[config.mk]
export PLATFORM = sky130hd
export DESIGN_NAME = decoder_scan_ctrl
export DESIGN_NICKNAME = d
export VERILOG_FILES = /design/src/rtl/slot_counter.sv /design/src/rtl/decoder_scan_ctrl.sv
export SDC_FILE = /design/constraint.sdc
export NUM_CORES = 1
export LEC_CHECK = 0
export BUFFER_PORTS_ARGS = -buffer_cell sky130_fd_sc_hd__clkbuf_2
export CAP_MARGIN = 15
export CORE_UTILIZATION = 25
export CTS_CLUSTER_DIAMETER = 150
export CTS_CLUSTER_SIZE = 16
export DETAILED_ROUTE_END_ITERATION = 10
export GPL_TIMING_DRIVEN = 0
export SLEW_MARGIN = 5
export SYNTH_ARGS = -nofsm -noshare
export SYNTH_HDL_FRONTEND = slang
export SYNTH_SLANG_ARGS = --single-unit
[constraint.sdc]
create_clock -name clk -period 1.7 [get_ports clk]
set_input_delay 0.17 -clock clk [delete_from_list [all_inputs] [get_ports clk]]
set_output_delay 0.17 -clock clk [all_outputs]
set_load 0.1 [all_outputs]
[src/rtl/slot_counter.sv]
// Slot cycle counter: counts 0..TICK_DIV-1 and wraps, with clear and hold.
// Latency: the registered count updates on every rising edge; tc_o and cnt_nxt_o are combinational.
// Backpressure: holding inc_i low freezes the count; clr_i has priority over inc_i.
module slot_counter #(
  parameter int TICK_DIV = 4,
  parameter int CNT_W    = 8
) (
  input  logic             clk,
  input  logic             reset,
  input  logic             clr_i,
  input  logic             inc_i,
  output logic [CNT_W-1:0] cnt_nxt_o,
  output logic             tc_o
);

  localparam logic [CNT_W-1:0] LAST = CNT_W'(TICK_DIV - 1);

  logic [CNT_W-1:0] cnt_q;
  logic [CNT_W-1:0] cnt_d;

  assign tc_o      = (cnt_q == LAST);
  assign cnt_nxt_o = cnt_d;

  // Next count: clear wins, otherwise advance and wrap at the terminal count.
  always_comb begin
    cnt_d = cnt_q;
    if (clr_i) begin
      cnt_d = '0;
    end else if (inc_i) begin
      cnt_d = tc_o ? '0 : cnt_q + 1'b1;
    end
  end

  // Count register with synchronous reset.
  always_ff @(posedge clk) begin
    if (reset) begin
      cnt_q <= '0;
    end else begin
      cnt_q <= cnt_d;
    end
  end

endmodule

[src/rtl/decoder_scan_ctrl.sv]
// Scan driver for a 2-to-4 decoder: rotates sel 0..3 with a blanked start in each slot.
// Latency: outputs update one edge after start; slot_tick is combinational in the last slot cycle.
// Backpressure: hold freezes counter, sel and en; stop aborts at the next edge and overrides hold.
module decoder_scan_ctrl #(
  parameter int TICK_DIV = 4,
  parameter int BLANK    = 1,
  parameter int CNT_W    = 8
) (
  input  logic       clk,
  input  logic       reset,
  input  logic       start,
  input  logic       stop,
  input  logic       mode,
  input  logic       hold,
  output logic [1:0] sel,
  output logic       en,
  output logic       busy,
  output logic       done,
  output logic       slot_tick
);

  typedef enum logic {
    IDLE = 1'b0,
    SCAN = 1'b1
  } state_e;

  localparam logic [CNT_W-1:0] BLANK_C = CNT_W'(BLANK);

  state_e           state_q;
  logic [1:0]       sel_q;
  logic             en_q;
  logic             busy_q;
  logic             done_q;
  logic             mode_q;

  logic [CNT_W-1:0] cnt_nxt;
  logic             tc;
  logic             cnt_clr;
  logic             cnt_inc;
  logic             sweep_end;

  // A single sweep finishes on the edge that closes slot 3, unless stop pre-empts it.
  assign sweep_end = (state_q == SCAN) && !stop && !hold && tc && mode_q && (sel_q == 2'd3);
  assign cnt_clr   = (state_q == IDLE) || stop || sweep_end;
  assign cnt_inc   = (state_q == SCAN) && !hold;
  assign slot_tick = (state_q == SCAN) && tc && !hold;

  slot_counter #(
    .TICK_DIV (TICK_DIV),
    .CNT_W    (CNT_W)
  ) u_slot_counter (
    .clk       (clk),
    .reset     (reset),
    .clr_i     (cnt_clr),
    .inc_i     (cnt_inc),
    .cnt_nxt_o (cnt_nxt),
    .tc_o      (tc)
  );

  // Scan FSM with registered sel/en/busy/done; en tracks the counter's next value so both move together.
  always_ff @(posedge clk) begin
    if (reset) begin
      state_q <= IDLE;
      sel_q   <= 2'd0;
      en_q    <= 1'b0;
      busy_q  <= 1'b0;
      done_q  <= 1'b0;
      mode_q  <= 1'b0;
    end else begin
      done_q <= 1'b0;
      case (state_q)
        IDLE: begin
          if (start && !stop) begin
            state_q <= SCAN;
            sel_q   <= 2'd0;
            busy_q  <= 1'b1;
            mode_q  <= mode;
            en_q    <= (BLANK_C == '0);
          end
        end
        SCAN: begin
          if (stop || sweep_end) begin
            state_q <= IDLE;
            sel_q   <= 2'd0;
            en_q    <= 1'b0;
            busy_q  <= 1'b0;
            done_q  <= sweep_end;
          end else if (!hold) begin
            en_q <= (cnt_nxt >= BLANK_C);
            if (tc) begin
              sel_q <= sel_q + 2'd1;
            end
          end
        end
        default: begin
          state_q <= IDLE;
        end
      endcase
    end
  end

  assign sel  = sel_q;
  assign en   = en_q;
  assign busy = busy_q;
  assign done = done_q;

endmodule

Word level (Yosys, flattened, before mapping)
Cells that the tools add are included.
W data, S select, Z words.
- flip-flop bits (word level): 15
- input port bits: 6
- output and inout port bits: 6
- logic and storage cells: 55
- add/sub/neg operators: 2
- order comparisons: 1
- eq/ne operators: 6
- mux-type cells: 18
- bitwise operators: 2
- reductions and logical operators: 19
- operators by type and width (operator ; number):
    $mux W8 ; 3
    $logic_and A1 B1 Y1 ; 9
    $add A8 B1 Y8 const B ; 1
    $eq A8 B2 Y1 const B ; 1
    $ge A8 B1 Y1 const B ; 1
    $mux W2 ; 4
    $mux W1 ; 7
    $pmux W1 S2 ; 3
    $reduce_and A2 Y1 ; 3
    $ne A2 B1 Y1 const B ; 2
    $pmux W2 S2 ; 1
    $logic_or A1 B1 Y1 ; 3
    $ne A3 B1 Y1 const B ; 1
    $ne A3 B2 Y1 const B ; 1
    $reduce_and A3 Y1 ; 1
    $reduce_or A3 Y1 ; 1
    $add A2 B1 Y2 const B ; 1
    $eq A2 B2 Y1 const B ; 1
    $logic_not A1 Y1 ; 2
    $not A1 Y1 ; 2

Logic depth before layout (Yosys ltp)
- word-level depth: 12
- gate-level depth with buffers: 8
- gate-level depth less buffers: 6

By module
Synthesis repeated with hierarchy kept, for this count alone.
- cells, all modules: 91
- area total of the unflattened synthesis: 827.0 um^2
- modules (own cells, without submodules) (module ; times used ; cells each ; area each (um^2) ; seq. area each (um^2)):
    slot_counter ; 1 ; 51 ; 456.7 ; 160.2
    decoder_scan_ctrl ; 1 ; 40 ; 370.4 ; 140.1

Worst setup path after synthesis
Ideal clock, no wire load.
- kind: reg-to-reg
- from: reg u_slot_counter.cnt_q[0]
- to: reg u_slot_counter.cnt_q[7]
- library setup time: 0.115 ns
- data arrival time: 2.722 ns
- required time: 1.585 ns
- setup slack: -1.137 ns
- cell stages (with the launch flop): 9
- buffers on the path: 2
- period minus slack after synthesis: 2.837 ns
- cell sequence: dfxtp_1 ha_1 buf_6 nor3b_2 nand3_2 nor2_1 or2_2 buf_2 nor2_1
- longest elaborated chain between the ends: 6
- elaborated cells between the ends (all ways): 9
- those cells by class: add/sub (1); eq/ne (1); mux (3); reduce/logical (4)
- RTL lines (what ; line ; source):
    start, declared ; slot_counter.sv:18 ; logic [CNT_W-1:0] cnt_q;
    start signal, assigned ; slot_counter.sv:39 ; cnt_q <= cnt_d;
    parallel branches: the longest is 5 deep, another holds $add A8 B1 Y8 ; - ;
    $mux W8 * ; slot_counter.sv:27 ; if (clr_i) begin
Every way passes the cells marked *.
A chain may end at the register's enable or synchronous reset.

Worst setup path after layout
- from: reg u_slot_counter.cnt_q[0]
- to: out slot_tick
- longest elaborated chain between the ends: 3
- RTL lines (what ; line ; source):
    $eq A8 B2 Y1 ; slot_counter.sv:21 ; assign tc_o = (cnt_q == LAST);
    $logic_and A1 B1 Y1 (2 in a row) ; decoder_scan_ctrl.sv:46 ; assign slot_tick = (state_q == SCAN) && tc && !hold;
    end, declared ; decoder_scan_ctrl.sv:19 ; output logic slot_tick
Every way passes these cells.

==> impl_results.md <==
- Placed instance area: slightly above 1000 sq um
- Clock latency on the worst-skew pair: between 0.2 and 0.3 ns
- N_diodes: 0
- FMAX: slightly above 600 MHz
- Final hold vios: 0
- DR iter-0 viols: 7
- Final instance area: 1130 sq um
- WL per Instance: around 11 um
- Post-synth cell types: 40
- First-pass GRT wire length: around 3000 um
- Sequential Power Share: between 50% and 60%
- Setup violators final: 0
- Switching pwr: around 150 uW
- Initial antenna violation count: 0
- Clk pwr share: about a third
- Sum Neg Setup Slack: 0 ns
- Pre-CTS setup slack: -0.0754 ns
- Routed Antenna Nets: 0
- # Max-Cap Violations: 0
- Placer Congestion: approximately 0.81
- R2r setup slk: roughly 0.11 ns
- Remaining routing DRC violations: 0
- Synth Register Bits: 15
- Setup CP Type: flip-flop to output port
- Startpoint Class: flip-flop
- Status: finished, final reports clean
- Detailed placer's ending HPWL: roughly 1300 um
- Core area: 3360 sq um
- Worst r2r path cells: 6
- CP max stage delay: around 0.37 ns
- Total wire length: 1790 um
- Max Root-Sink Buffers: 2
- Hold Path Class: input port to flip-flop
- Measured slew at the worst slew-check pin: 0.540 ns
- Vias per cell: roughly 4.6
- Routed vias: between 700 and 800
- Data required time of the worst path: around 1.5 ns
- Largest net degree at the start of global routing: 11
- CP Capture Type: output port
- Clock Pin Slew Worst Setup and Hold Paths: approximately 0.090 ns
- R2R Path Start: u_slot_counter.cnt_q[0]$_SDFF_PP0_
- Combinational Power Share: 9.4%
- Final core utilization: between 30% and 40%
- TritonRoute pass-1 iters: 3
- Seq/Total Area, Yosys: 33.8%
- RSZ-0062 raised after global routing: true
- H-tree depth: 1
- Area Growth Syn to Fin: 27.7%
- Io pins: 12
- Cell count after synthesis: slightly above 100
- Rows: 21
- Syn avg cell area: between 8 and 9 sq um
- Reg2Reg Capture Point: sel[0]$_SDFFE_PP0P_
- Remaining Overflow, GRT: 0
- Worst VDD drop: between 0.3 and 0.4 mV
- Worst setup path startpoint: u_slot_counter.cnt_q[0]$_SDFF_PP0_
- Slew HR: between 60% and 70%
- Chip width: slightly above 60 um
- CTS Sinks: 15
- Syn_nets: 110
- Layout cells sized above 1: between 30 and 40%
- Fin. max-slew vios: 0
- CTS buffer count: 3
- Initial Utilization: 26.4%
- Sw frac: roughly a quarter
- Critical Path End: slot_tick
- Critical path arrival: ~1.5 ns
- PortBufs: 9
- Worst path slowest cell: dfxtp_4
- Clock skew: between 0.005 and 0.006 ns
- Synthesized area: ~890 sq um
- Fin nets: roughly 130
- Clock Tree Root: clkbuf_4
- Yosys warnings: 0
- CTS tree: done
- Critical Path Fanout Max: 6
- Slack of the critical path: around 0.075 ns
- Minimum clock period: about 1.6 ns
- Pwr dens: roughly 540 nW/um^2
- Global Route Usage Sum: around 11%
- Vias in the first global route: between 700 and 800
- Die area: ~3800 sq um
- Crit share post-route: a little over nine tenths
- Chip Height: approximately 62 um
- Leakage power: 0.426 nW
- P_int: approximately 460 uW
- Critical Path, Cell by Cell: ha_4 > nor3b_4 > nand3_4 > nor2_4 > clkbuf_16
power groups by stage:
stage	clock [mW]	combinational [mW]	sequential, mW
6_report	0.203	0.0580	0.354
5_1_grt	0.232	0.0641	0.355
4_1_cts	0.216	0.0583	0.354
3_5_place_dp	0	0.0582	0.364
3_3_place_gp	0	0.0567	0.364
2_1_floorplan	0	0.0321	0.378
placed cells by master, fill, tap and decap left out, types with 3 or more instances in the layout:
master,synthesis,layout
a21oi_1,5,5
nand2_1,7,7
dfxtp_1,15,11
xor2_1,5,5
o21ai_0,5,5
buf_6,3,3
clkbuf_2,1,9
nor2_1,12,11
nand2b_1,4,4
buf_4,1,7
clkbuf_4,0,3
and3_1,3,3
nand4_1,3,3
xnor2_1,3,3
cell usage after synthesis:
master    count  area [sq um]
a21boi_2      1          11.3
or2b_2        1          8.76
mux2_2        1          11.3
and4_1        2          17.5
nor2b_1       1          6.26
nand4_1       3          18.8
or3_1         1          6.26
mux2i_1       1          10.0
o31a_1        1          8.76
xor2_1        5          43.8
a22o_1        1          8.76
ha_1          2          25.0
and3_1        3          18.8
nor3_1        3          15.0
nand3b_1      1          7.51
and3b_1       1          8.76
and3_2        1          7.51
a31oi_1       1          6.26
nand2_1       7          26.3
nand2b_1      4          25.0
nor4b_1       1          8.76
nor2_1       12          45.0
a21boi_0      2          15.0
xnor2_1       3          26.3
and2b_1       1          7.51
o21ai_0       5          25.0
or3_4         1          11.3
nor3b_2       2          25.0
dfxtp_1      15           300
a21oi_1       5          25.0
o32ai_1       2          17.5
buf_6         3          33.8
o22a_1        1          8.76
or2_2         1          6.26
buf_4         1          7.51
inv_1         1          3.75
buf_2         2          10.0
nand3_1       1          5.00
clkbuf_2      1          5.00
nand3_2       1          10.0
logic make-up after synthesis:
group / share of synthesized area, %
flip-flops: 33.8
adder cells (fa/ha/maj): 2.82
XOR/XNOR: 7.89
AND/OR/NAND/NOR: 32.1
buffers and inverters: 6.76
multiplexers: 2.39
AO/OA/AOI/OAI: 14.2
stage by stage:
step | cells | power, mW | hold slack (ns)
after floorplan | 102 | 0.410 | 0.249
after global placement | 157 | 0.421 | 0.381
after detailed placement | 157 | 0.422 | 0.384
after CTS | 164 | 0.628 | 0.0741
after global routing | 166 | 0.651 | 0.0912
final | 166 | 0.615 | 0.0818
worst max-delay path: cells and delay by family (launching register included):
family,cells,cell delay (ns)
and+or+nand+nor,3,0.47
DFF,1,0.37
buffers and inverters,1,0.21
adders and majority gates,1,0.13
registers in the layout (all words and copies together) (netlist names):
register and count:
u_slot_counter.cnt_q 8, sel 2, busy 1, done 1, en 1, mode_q 1, state_q 1
how the worst min path moves through the flow:
| stage | from | slack, ns | cells past startpoint | to |
|---|---|---|---|---|
| after CTS | stop | 0.07 | 2 | state_q$_SDFF_PP0_ |
| after global routing | stop | 0.09 | 2 | state_q$_SDFF_PP0_ |
| after detailed placement | stop | 0.38 | 2 | state_q$_SDFF_PP0_ |
| final | stop | 0.08 | 2 | state_q$_SDFF_PP0_ |
| after floorplan | stop | 0.25 | 1 | state_q$_SDFF_PP0_ |
| after global placement | stop | 0.38 | 2 | state_q$_SDFF_PP0_ |
area by class of cell:
class / instances / area [sq um]
Fill cell: 389 / 2230
Multi-Input combinational cell: 79 / 576
Sequential cell: 15 / 310
Timing Repair Buffer: 15 / 110
Tap cell: 46 / 57.6
Buffer: 6 / 51.3
Clock buffer: 4 / 26.3
Inverter: 1 / 3.75
metal layers:
metal,track usage (%),vias up,share of wire (%)
met5,0,-,0
li1,-,394,-
met1,12.8,362,45
met4,4.76,0,0.61
met3,1.89,2,2.5
met2,19.8,8,52
what timing repair did:
action | in CTS | in global routing
endpoints found under the setup margin | 6 | 4
resized for setup | 4 | 5
hold buffers | 0 | 0
buffers inserted | 4 | 2
cloned | 0 | 0
pin swaps | 2 | 2
Power figures use the tool's default switching activity.
